### src/rtl/prv664_pkg.sv
// Shared prv664 types for the FP scoreboard issue path: issue FSM states,
// the buffered per-slot instruction fields, and a source-index helper.
package prv664_pkg;

  // Widest itag any instance may use; narrower instances zero-extend into it.
  localparam int unsigned ITAG_MAX = 32;

  typedef enum logic [1:0] {
    IDLE  = 2'd0,
    SLOT0 = 2'd1,
    SLOT1 = 2'd2
  } fsb_state_e;

  typedef struct packed {
    logic [14:0]         rs;    // {rs3, rs2, rs1}
    logic [2:0]          rsen;  // per-source read enables
    logic                rdwr;  // slot writes an FP register
    logic [4:0]          rd;
    logic [ITAG_MAX-1:0] itag;
  } fp_issue_slot_t;

  // Extract source register n (0 = rs1) from the packed source field.
  function automatic logic [4:0] rs_idx(input logic [14:0] rs, input int unsigned n);
    return rs[5*n +: 5];
  endfunction

endpackage

### src/rtl/prv664_fsb_hazard_chk.sv
// RAW hazard check for one issue slot against the FP scoreboard busy vector,
// with a same-cycle bypass for the register being committed right now.
module prv664_fsb_hazard_chk
  import prv664_pkg::*;
(
  input  logic [14:0] rs_i,
  input  logic [2:0]  rsen_i,
  input  logic [31:0] busy_flag_i,
  input  logic        commit0_valid_i,
  input  logic        commit0_wren_i,
  input  logic [4:0]  commit0_rdindex_i,
  output logic        hazard_o
);

  logic commit_clr;
  assign commit_clr = commit0_valid_i & commit0_wren_i;

  // Any enabled source still busy and not being released this cycle stalls the slot.
  always_comb begin
    // NOTE: every always_comb output gets a default first so no path can infer a latch.
    hazard_o = 1'b0;
    for (int unsigned i = 0; i < 3; i++) begin
      if (rsen_i[i] && busy_flag_i[rs_idx(rs_i, i)] &&
          !(commit_clr && (commit0_rdindex_i == rs_idx(rs_i, i)))) begin
        hazard_o = 1'b1;
      end
    end
  end

endmodule

### src/rtl/prv664_fsb_issue_ctrl.sv
// FP pair issue controller: buffers one incoming FP instruction pair, issues
// the slots in order once their sources are free, and posts each issuing
// slot's destination to the FP scoreboard in the cycle it fires.
module prv664_fsb_issue_ctrl
  import prv664_pkg::*;
#(
  parameter int unsigned IDLEN = 8  // must not exceed ITAG_MAX
) (
  input  logic             clk_i,
  input  logic             srstn_i,
  input  logic             flush_i,
  input  logic [1:0]       req_valid_i,
  output logic             req_ready_o,
  input  logic [14:0]      req0_rs_i,
  input  logic [2:0]       req0_rsen_i,
  input  logic             req0_rdwr_i,
  input  logic [4:0]       req0_rd_i,
  input  logic [IDLEN-1:0] req0_itag_i,
  input  logic [14:0]      req1_rs_i,
  input  logic [2:0]       req1_rsen_i,
  input  logic             req1_rdwr_i,
  input  logic [4:0]       req1_rd_i,
  input  logic [IDLEN-1:0] req1_itag_i,
  input  logic [31:0]      busy_flag_i,
  input  logic             commit0_valid_i,
  input  logic             commit0_wren_i,
  input  logic [4:0]       commit0_rdindex_i,
  output logic             fsb_write_o,
  output logic [4:0]       fsb_rdindex_o,
  output logic [IDLEN-1:0] fsb_itag_o,
  output logic             iss_valid_o,
  input  logic             iss_ready_i,
  output logic             iss_slot_o,
  output logic [IDLEN-1:0] iss_itag_o
);

  fsb_state_e     state_q, state_d;
  fp_issue_slot_t slot_q [2];
  logic [1:0]     valid_q;

  fp_issue_slot_t cur_slot;
  logic           hazard;
  logic           run;
  logic           fire;
  logic           last_fire;
  logic           accept;
  logic           itag_hi_unused;

  // The slot under evaluation is selected purely by the FSM state.
  assign cur_slot = (state_q == SLOT1) ? slot_q[1] : slot_q[0];

  prv664_fsb_hazard_chk u_hazard_chk (
    .rs_i              (cur_slot.rs),
    .rsen_i            (cur_slot.rsen),
    .busy_flag_i       (busy_flag_i),
    .commit0_valid_i   (commit0_valid_i),
    .commit0_wren_i    (commit0_wren_i),
    .commit0_rdindex_i (commit0_rdindex_i),
    .hazard_o          (hazard)
  );

  assign fsb_rdindex_o  = cur_slot.rd;
  assign fsb_itag_o     = cur_slot.itag[IDLEN-1:0];
  assign iss_slot_o     = (state_q == SLOT1);
  assign iss_itag_o     = cur_slot.itag[IDLEN-1:0];
  // Upper itag bits beyond IDLEN are always zero.
  assign itag_hi_unused = ^cur_slot.itag;

  // Issue handshake, scoreboard update and next-state selection.
  always_comb begin
    state_d     = state_q;
    run         = srstn_i & ~flush_i;
    iss_valid_o = run && (state_q != IDLE) && !hazard;
    fire        = iss_valid_o & iss_ready_i;
    fsb_write_o = fire & cur_slot.rdwr;
    // The slot firing now is the last one buffered: the buffer frees at this edge.
    last_fire   = fire && ((state_q == SLOT1) || !valid_q[1]);
    req_ready_o = run && ((state_q == IDLE) || last_fire);
    accept      = req_ready_o & (|req_valid_i);

    unique case (state_q)
      IDLE:    state_d = IDLE;
      SLOT0:   if (fire) state_d = valid_q[1] ? SLOT1 : IDLE;
      SLOT1:   if (fire) state_d = IDLE;
      default: state_d = IDLE;
    endcase

    if (accept) state_d = req_valid_i[0] ? SLOT0 : SLOT1;
    if (!run)   state_d = IDLE;
  end

  // FSM state register.
  always_ff @(posedge clk_i) begin
    if (!srstn_i) state_q <= IDLE;
    else          state_q <= state_d;
  end

  // Per-slot valid bits: set on acceptance, cleared on flush or once drained.
  always_ff @(posedge clk_i) begin
    if (!srstn_i || flush_i) valid_q <= 2'b00;
    else if (accept)         valid_q <= req_valid_i;
    else if (last_fire)      valid_q <= 2'b00;
  end

  // Pair payload, captured on acceptance.
  // NOTE: the payload is deliberately not reset; it is only read while its valid bit is set.
  always_ff @(posedge clk_i) begin
    if (accept) begin
      slot_q[0] <= '{rs: req0_rs_i, rsen: req0_rsen_i, rdwr: req0_rdwr_i,
                     rd: req0_rd_i, itag: ITAG_MAX'(req0_itag_i)};
      slot_q[1] <= '{rs: req1_rs_i, rsen: req1_rsen_i, rdwr: req1_rdwr_i,
                     rd: req1_rd_i, itag: ITAG_MAX'(req1_itag_i)};
    end
  end

endmodule

### config.mk
export PLATFORM = sky130hd
export DESIGN_NAME = prv664_fsb_issue_ctrl
export DESIGN_NICKNAME = d
export VERILOG_FILES = /design/src/rtl/prv664_pkg.sv /design/src/rtl/prv664_fsb_hazard_chk.sv /design/src/rtl/prv664_fsb_issue_ctrl.sv
export SDC_FILE = /design/constraint.sdc
export NUM_CORES = 1
export LEC_CHECK = 0
export CAP_MARGIN = 0
export CORE_AREA = 2 2 98 100
export DETAILED_ROUTE_END_ITERATION = 10
export DIE_AREA = 0 0 100 102
export GPL_ROUTABILITY_DRIVEN = 0
export PLACE_DENSITY = 0.82
export SYNTH_ARGS = -nofsm -noshare
export SYNTH_HDL_FRONTEND = slang
export SYNTH_SLANG_ARGS = --single-unit
### constraint.sdc
create_clock -name clk_i -period 11.88 [get_ports clk_i]
set_input_delay 2.376 -clock clk_i [delete_from_list [all_inputs] [get_ports clk_i]]
set_output_delay 2.376 -clock clk_i [all_outputs]
set_load 0.01 [all_outputs]
==> results of run 1 <==
==> logic make-up (layout without fill, tap and decap cells) <==
family,count (synthesis),after routing
buffers and inverters,47,168
flip-flops,67,67
XOR/XNOR,15,15
multiplexers,50,50
AO/OA/AOI/OAI,89,89
AND/OR/NAND/NOR,144,144
==> Yosys cell counts (all sizes together) (7+ instances only) <==
| cell type | n | area [µm²] |
|---|---|---|
| nand2 | 78 | 293 |
| edfxtp | 64 | 1920 |
| mux2i | 31 | 310 |
| a21oi | 22 | 110 |
| buf | 21 | 138 |
| inv | 17 | 63.8 |
| nand2b | 15 | 101 |
| nor2 | 13 | 48.8 |
| mux2 | 11 | 128 |
| xnor2 | 10 | 87.6 |
| a31oi | 9 | 56.3 |
| clkbuf | 9 | 33.8 |
| nand3 | 9 | 50.1 |
| o211ai | 9 | 67.6 |
| mux4 | 8 | 180 |
| a211oi | 7 | 52.6 |
==> stage by stage <==
step,hold slack [ps],util
after floorplan,507,-
after global placement,538,0.619
after detailed placement,553,0.619
after CTS,566,0.639
after global routing,637,0.639
final,577,0.639
==> layer usage <==
| layer | up-vias | part of all wire |
|---|---|---|
| li1 | 1770 | - |
| met2 | 274 | 0.47 |
| met3 | 35 | 0.12 |
| met4 | 0 | 0.024 |
| met1 | 1788 | 0.38 |
| met5 | - | 0 |
==> worst max-delay path, delay by kind of cell <==
kind | cells | cell delay (ps)
buffers and inverters | 2 | 1060
AND/OR/NAND/NOR | 5 | 910
AO/OA/AOI/OAI | 4 | 1150
==> final cells by class <==
class / count / area share
clock buffer: 10 / 0.0219
clock inverter: 6 / 0.00967
inverter: 17 / 0.0110
multi-input combinational: 298 / 0.362
sequential: 67 / 0.340
tap: 111 / 0.0239
timing repair buffer: 135 / 0.231
==> worst paths after layout <==
| kind | from | to | slack (ps) | cells past startpoint |
|---|---|---|---|---|
| min | valid_q[1] | valid_q[1] | 580 | 2 |
| max reg2reg | state_q[0] | slot_q[0][31] | 6470 | 12 |
| min reg2reg | valid_q[1] | valid_q[1] | 580 | 2 |
| max | commit0_rdindex_i[3] | req_ready_o | 4010 | 11 |
==> power by group through the flow <==
| stage | logic (mW) | clock network, mW | registers [mW] |
|---|---|---|---|
| 3_5_place_dp | 0.117 | 0 | 0.284 |
| 6_report | 0.119 | 0.176 | 0.279 |
| 3_3_place_gp | 0.115 | 0 | 0.284 |
| 5_1_grt | 0.127 | 0.191 | 0.280 |
| 4_1_cts | 0.118 | 0.180 | 0.279 |
| 2_1_floorplan | 0.0595 | 0 | 0.281 |
==> state kept, by name, indices dropped and copies added (netlist names) <==
| name | cells |
|---|---|
| valid_q | 1 |
| state_q | 2 |
| slot_q | 64 |
==> cells in the final DEF (no fill, tap or decap), drive strengths merged, types with 3 or more instances in the layout <==
master         count
a2111oi            3
inv               17
o21ai              6
clkinv             5
nand3              9
nand2             78
mux4               8
nor2              13
a21oi             22
clkbuf            10
a211oi             7
xnor2             10
dfxtp              3
o211ai             9
xor2               5
clkdlybuf4s50    133
mux2i             31
o31ai              5
edfxtp            64
nand2b            15
o221ai             3
o22ai              3
mux2              11
and2               3
nor4bb             4
a31oi              9
==> results.md, run 1 <==
- GRT met1 Usage: 0.293
- Final Cycle Share: 0.663
- Peak VDD IR: 0.0789 mV
- Overall routed net length: ~12000 µm
- Layout Skew: ~11 ps
- Placed Cells: 628
- Post-Synthesis Cells: just over 400
- P_sw: around 140 µW
- P&R area growth vs syn: 34.8%
- Max-cap violation count: 0
- Initial Util: 0.474
- F_max: about 130 MHz
- Core Footprint: slightly above 9000 µm²
- Multiplexer share of the synthesized area: 0.143
- Vias in the first global route: a little under 4000
- Post-synth cell types: 64
- Syn Std Cell Area: 4320 µm²
- Logic pwr share: 0.207
- Seq pwr share: 0.487
- Area after DPL: 5640 µm²
- Power per Cell Area: between 90 and 100 nW/µm²
- Register area: around 2000 µm²
- DR DRC count: 0
- Worst path cell trace: clkdlybuf4s50_1, or2_2, a2111oi_0, nor2_1, nor4_1, a311oi_1, a32oi_2, nand3_2, o22a_1, nor2_1, clkdlybuf4s50_1
- IO buf count: ~130
- Clock Latency Late Sink: 330 ps
- GRT Residual Overflow: 0
- Met3 Usage GRT: 0.0787
- CTS Sinks: 67
- Simple-gate share of the synthesized area: 0.166
- Die Ht: about 100 µm
- LEAKAGE: 2.18 nW
- Ys flop type: edfxtp_1
- Adder-cell share of the synthesized area: 0
- Fin cells: roughly 640
- Dpl hpwl: about 9000 µm
- Syn_area_per_cell: 10.5 µm²
- ANT cells: 0
- Nets: roughly 640
- Total Power: between 500 and 600 µW
- Met2 Use GR: 0.401
- Share of cells above drive strength 1: 0.0844
- CTS buffer count: 9
- CTS root buffer: clkbuf_8
- TNS Setup: 0 ps
- Global-route wire length before repair: ~19000 µm
- Ports: 134
- Number of setup violations in the final report: 0
- Worst setup EP type: output pin
- Synthesized flop and latch total: 67
- Post-synth net total: 521
- CTS tree: yes
- Synth warn: 0
- RSZ-0062 raised after global routing: no
- Via count: 3867
- Xor/xnor share of the synthesized area: 0.0304
- Routed vias/inst: approximately 6
- Post-synth EDFFs: 64
- Max Root-Sink Buffers: 2
- Routed Antenna Nets: 0
- Register area share after synthesis: 0.459
- Slew Viols, Final: 0
- Complex-gate fraction of the synthesized area: 0.147
- Hold WC Path Type: reg -> reg
- Cts hold-fix bufs: 0
- Worst Tran Pin Value: ~750 ps
- CP Max Fanout: 6
- Post-CTS Resized: 0
- DIE WIDTH: around 100 µm
- Switching share of power: 0.247
- Pre-Repair DR Iteration Count: 5
- Worst setup slack after placement: just over 4000 ps
- Power share of the clock group: 0.306
- Number of DRC markers in iteration 0: 322
- Multi-input logic area: 2110 µm²
- CP peak stage delay: 540 ps
- CP arrival: 5500 ps
- CP required: 9500 ps
- Async set-reset flop share out of synthesis: 0
- Die area: between 10000 and 15000 µm²
- Max-Slew Margin vs Limit: 0.499
- WL/cell: 18.7 µm
- Initial antenna violation count: 0
- Gr busiest metal: met2
- Tot GR Track Use: 0.242
- Fill cell count: around 730
- P_int: 432 µW
- Run status: complete, no violations
- Slowest stage cell on the critical path: clkdlybuf4s50_1
- Design Area, Final: 5820 µm²
- Worst Setup Start Kind: primary input
- Reg clk slew, reported paths: 70 ps
- Largest family of logic cells by synthesized area: simple AND/OR/NAND/NOR gates
- Kind of critical path: in -> out
- Row count: 35
- # Post-CTS Setup Buffers: 0
- Minimum clock period: approximately 7900 ps
- Final Hold Viols: 0
- Final WS setup: approximately 4000 ps
- Htree depth: 3
- Largest net degree at the start of global routing: 65
(Power assumes the default switching activity.)
==> run 2: changes to the inputs <==
CORE_AREA = 2 2 104 106   (was 2 2 98 100)
DIE_AREA = 0 0 106 108   (was 0 0 100 102)
PLACE_DENSITY = 0.77   (was 0.82)
clock period = 6.8 ns   (was 11.88 ns; I/O delays follow)
==> results.md, run 2 (synthesis results as in run 1) <==
- Core Footprint: just over 10000 µm²
- RSZ-0062 raised after global routing: no
- Overall routed net length: ~12000 µm
- CTS tree: yes
- WL/cell: roughly 18 µm
- Total Power: about 970 µW
- Global-route wire length before repair: roughly 19000 µm
- Initial Util: 0.422
- Max FFs per register: 64
- Power share of the clock group: 0.277
- Worst path cell trace: nand2b_4, buf_4, mux2i_1, nor2_1, a32o_1, or3_1, a311o_1, a31oi_1, o22a_1, nor2_1, clkdlybuf4s50_1
- CTS root buffer: clkbuf_8
- Max Root-Sink Buffers: 2
- Max-cap violation count: 0
- Slew Viols, Final: 0
- Reg clk slew, reported paths: approximately 70 ps
- P_sw: about 250 µW
- CTS buffer count: 9
- CP Max Fanout: 27
- Worst Setup Start Kind: register
- Most common cell after layout, fill and taps aside: clkdlybuf4s50_1
- DR DRC count: 0
- CP required: roughly 5400 ps
- Pre-Repair DR Iteration Count: 7
- Final WS setup: about 760 ps
- Regs by FF count: slot_q (64), state_q (2), valid_q (1)
- Switching share of power: 0.257
- Share of cells above drive strength 1: 0.0858
- Max-Slew Margin vs Limit: 0.334
- Layout Skew: 12.7 ps
- P_int: approximately 700 µW
- CP arrival: approximately 4700 ps
- Initial antenna violation count: 0
- Kind of critical path: reg -> out
- Number of setup violations in the final report: 0
- Most frequent cells in the layout: 133 x clkdlybuf4s50_1, 78 x nand2_1, 64 x edfxtp_1, 31 x mux2i_1, 22 x a21oi_1
- Power per Cell Area: ~160 nW/µm²
- Via count: a little under 4000
- Run status: complete, no violations
- CP peak stage delay: around 740 ps
- Final Cycle Share: 0.888
- LEAKAGE: around 2.2 nW
- P&R area growth vs syn: 35.6%
- Worst setup EP type: output pin
- Dpl hpwl: between 9000 and 10000 µm
- TNS Setup: 0 ps
- Crit-path leading delay family: compound AO/OA/AOI/OAI gates
- Most used cell, CP: nor2_1
- Die area: approximately 11000 µm²
- Vias in the first global route: around 4000
- Row count: 37
- Nets: between 600 and 700
- Routed vias/inst: ~5.7
- # Post-CTS Setup Buffers: 0
- Cts hold-fix bufs: 0
- Tot GR Track Use: 0.217
- Worst setup slack after placement: 1010 ps
- DIE WIDTH: 106 µm
- F_max: 166 MHz
- Largest net degree at the start of global routing: 28
- IO buf count: 133
- Minimum clock period: approximately 6000 ps
- ANT cells: 0
- WP buf/inv: 2
- Worst Tran Pin Value: ~1000 ps
- Routed Antenna Nets: 0
- Die Ht: between 100 and 150 µm
- Logic pwr share: 0.218
- Hold WC Path Type: reg -> reg
- Ports: 134
- Fill cell count: around 860
- Biggest register: slot_q
- CTS Sinks: between 60 and 70
- Final Hold Viols: 0
- GRT Residual Overflow: 0
- Clock Latency Late Sink: 350 ps
- Slowest stage cell on the critical path: dfxtp_1
- Htree depth: 3
- Post-CTS Resized: 0
- Peak VDD IR: 0.109 mV
- Number of DRC markers in iteration 0: ~250
- Seq pwr share: 0.506
-- run 2: power by group through the flow --
stage / clock, mW / sequential, mW / combinational, mW
finish: 0.267 / 0.488 / 0.210
global route: 0.294 / 0.489 / 0.225
CTS: 0.277 / 0.487 / 0.209
floorplan: 0 / 0.490 / 0.104
detailed placement: 0 / 0.496 / 0.207
global placement: 0 / 0.495 / 0.204
-- run 2: path summary, 6_finish.rpt --
kind / startpoint / endpoint / slack, ps / cells after the start
setup / recovery: state_q[0] / req_ready_o / 760 / 11
hold reg to reg: valid_q[1] / valid_q[1] / 580 / 2
setup reg to reg: state_q[0] / slot_q[0][43] / 1580 / 11
hold / removal: valid_q[1] / valid_q[1] / 580 / 2
-- run 2: area by class of cell --
| type | instances | area [µm²] | share of cell area |
|---|---|---|---|
| sequential | 67 | 1980 | 0.338 |
| clock inverter | 4 | 18.8 | 0.00320 |
| timing repair buffer | 139 | 1380 | 0.235 |
| inverter | 17 | 63.8 | 0.0109 |
| tap | 136 | 170 | 0.0291 |
| clock buffer | 11 | 131 | 0.0224 |
| multi-input combinational | 298 | 2110 | 0.361 |
-- run 2: worst min-delay path, stage by stage (launching register included) --
cell and delay, ps:
dfxtp_1 360, o21ai_0 100, a31oi_1 70
-- run 2: metal layers --
metal  routed length [µm]  global-route usage  vias to the layer above
li1                     -                   -                     1781
met3                 1360              0.0651                       37
met2                 5820               0.365                      252
met4                  384               0.102                        0
met1                 4760               0.257                     1780
met5                    0                   0                        -
-- run 2: through the flow --
step | area (µm²) | hold slack [ps] | cells | utilization
4_1_cts | 5860 | 562 | 672 | 0.572
3_3_place_gp | 5710 | 537 | 657 | 0.558
5_1_grt | 5860 | 635 | 672 | 0.572
3_5_place_dp | 5710 | 552 | 657 | 0.558
2_1_floorplan | 4330 | 507 | 412 | -
6_report | 5860 | 577 | 672 | 0.572
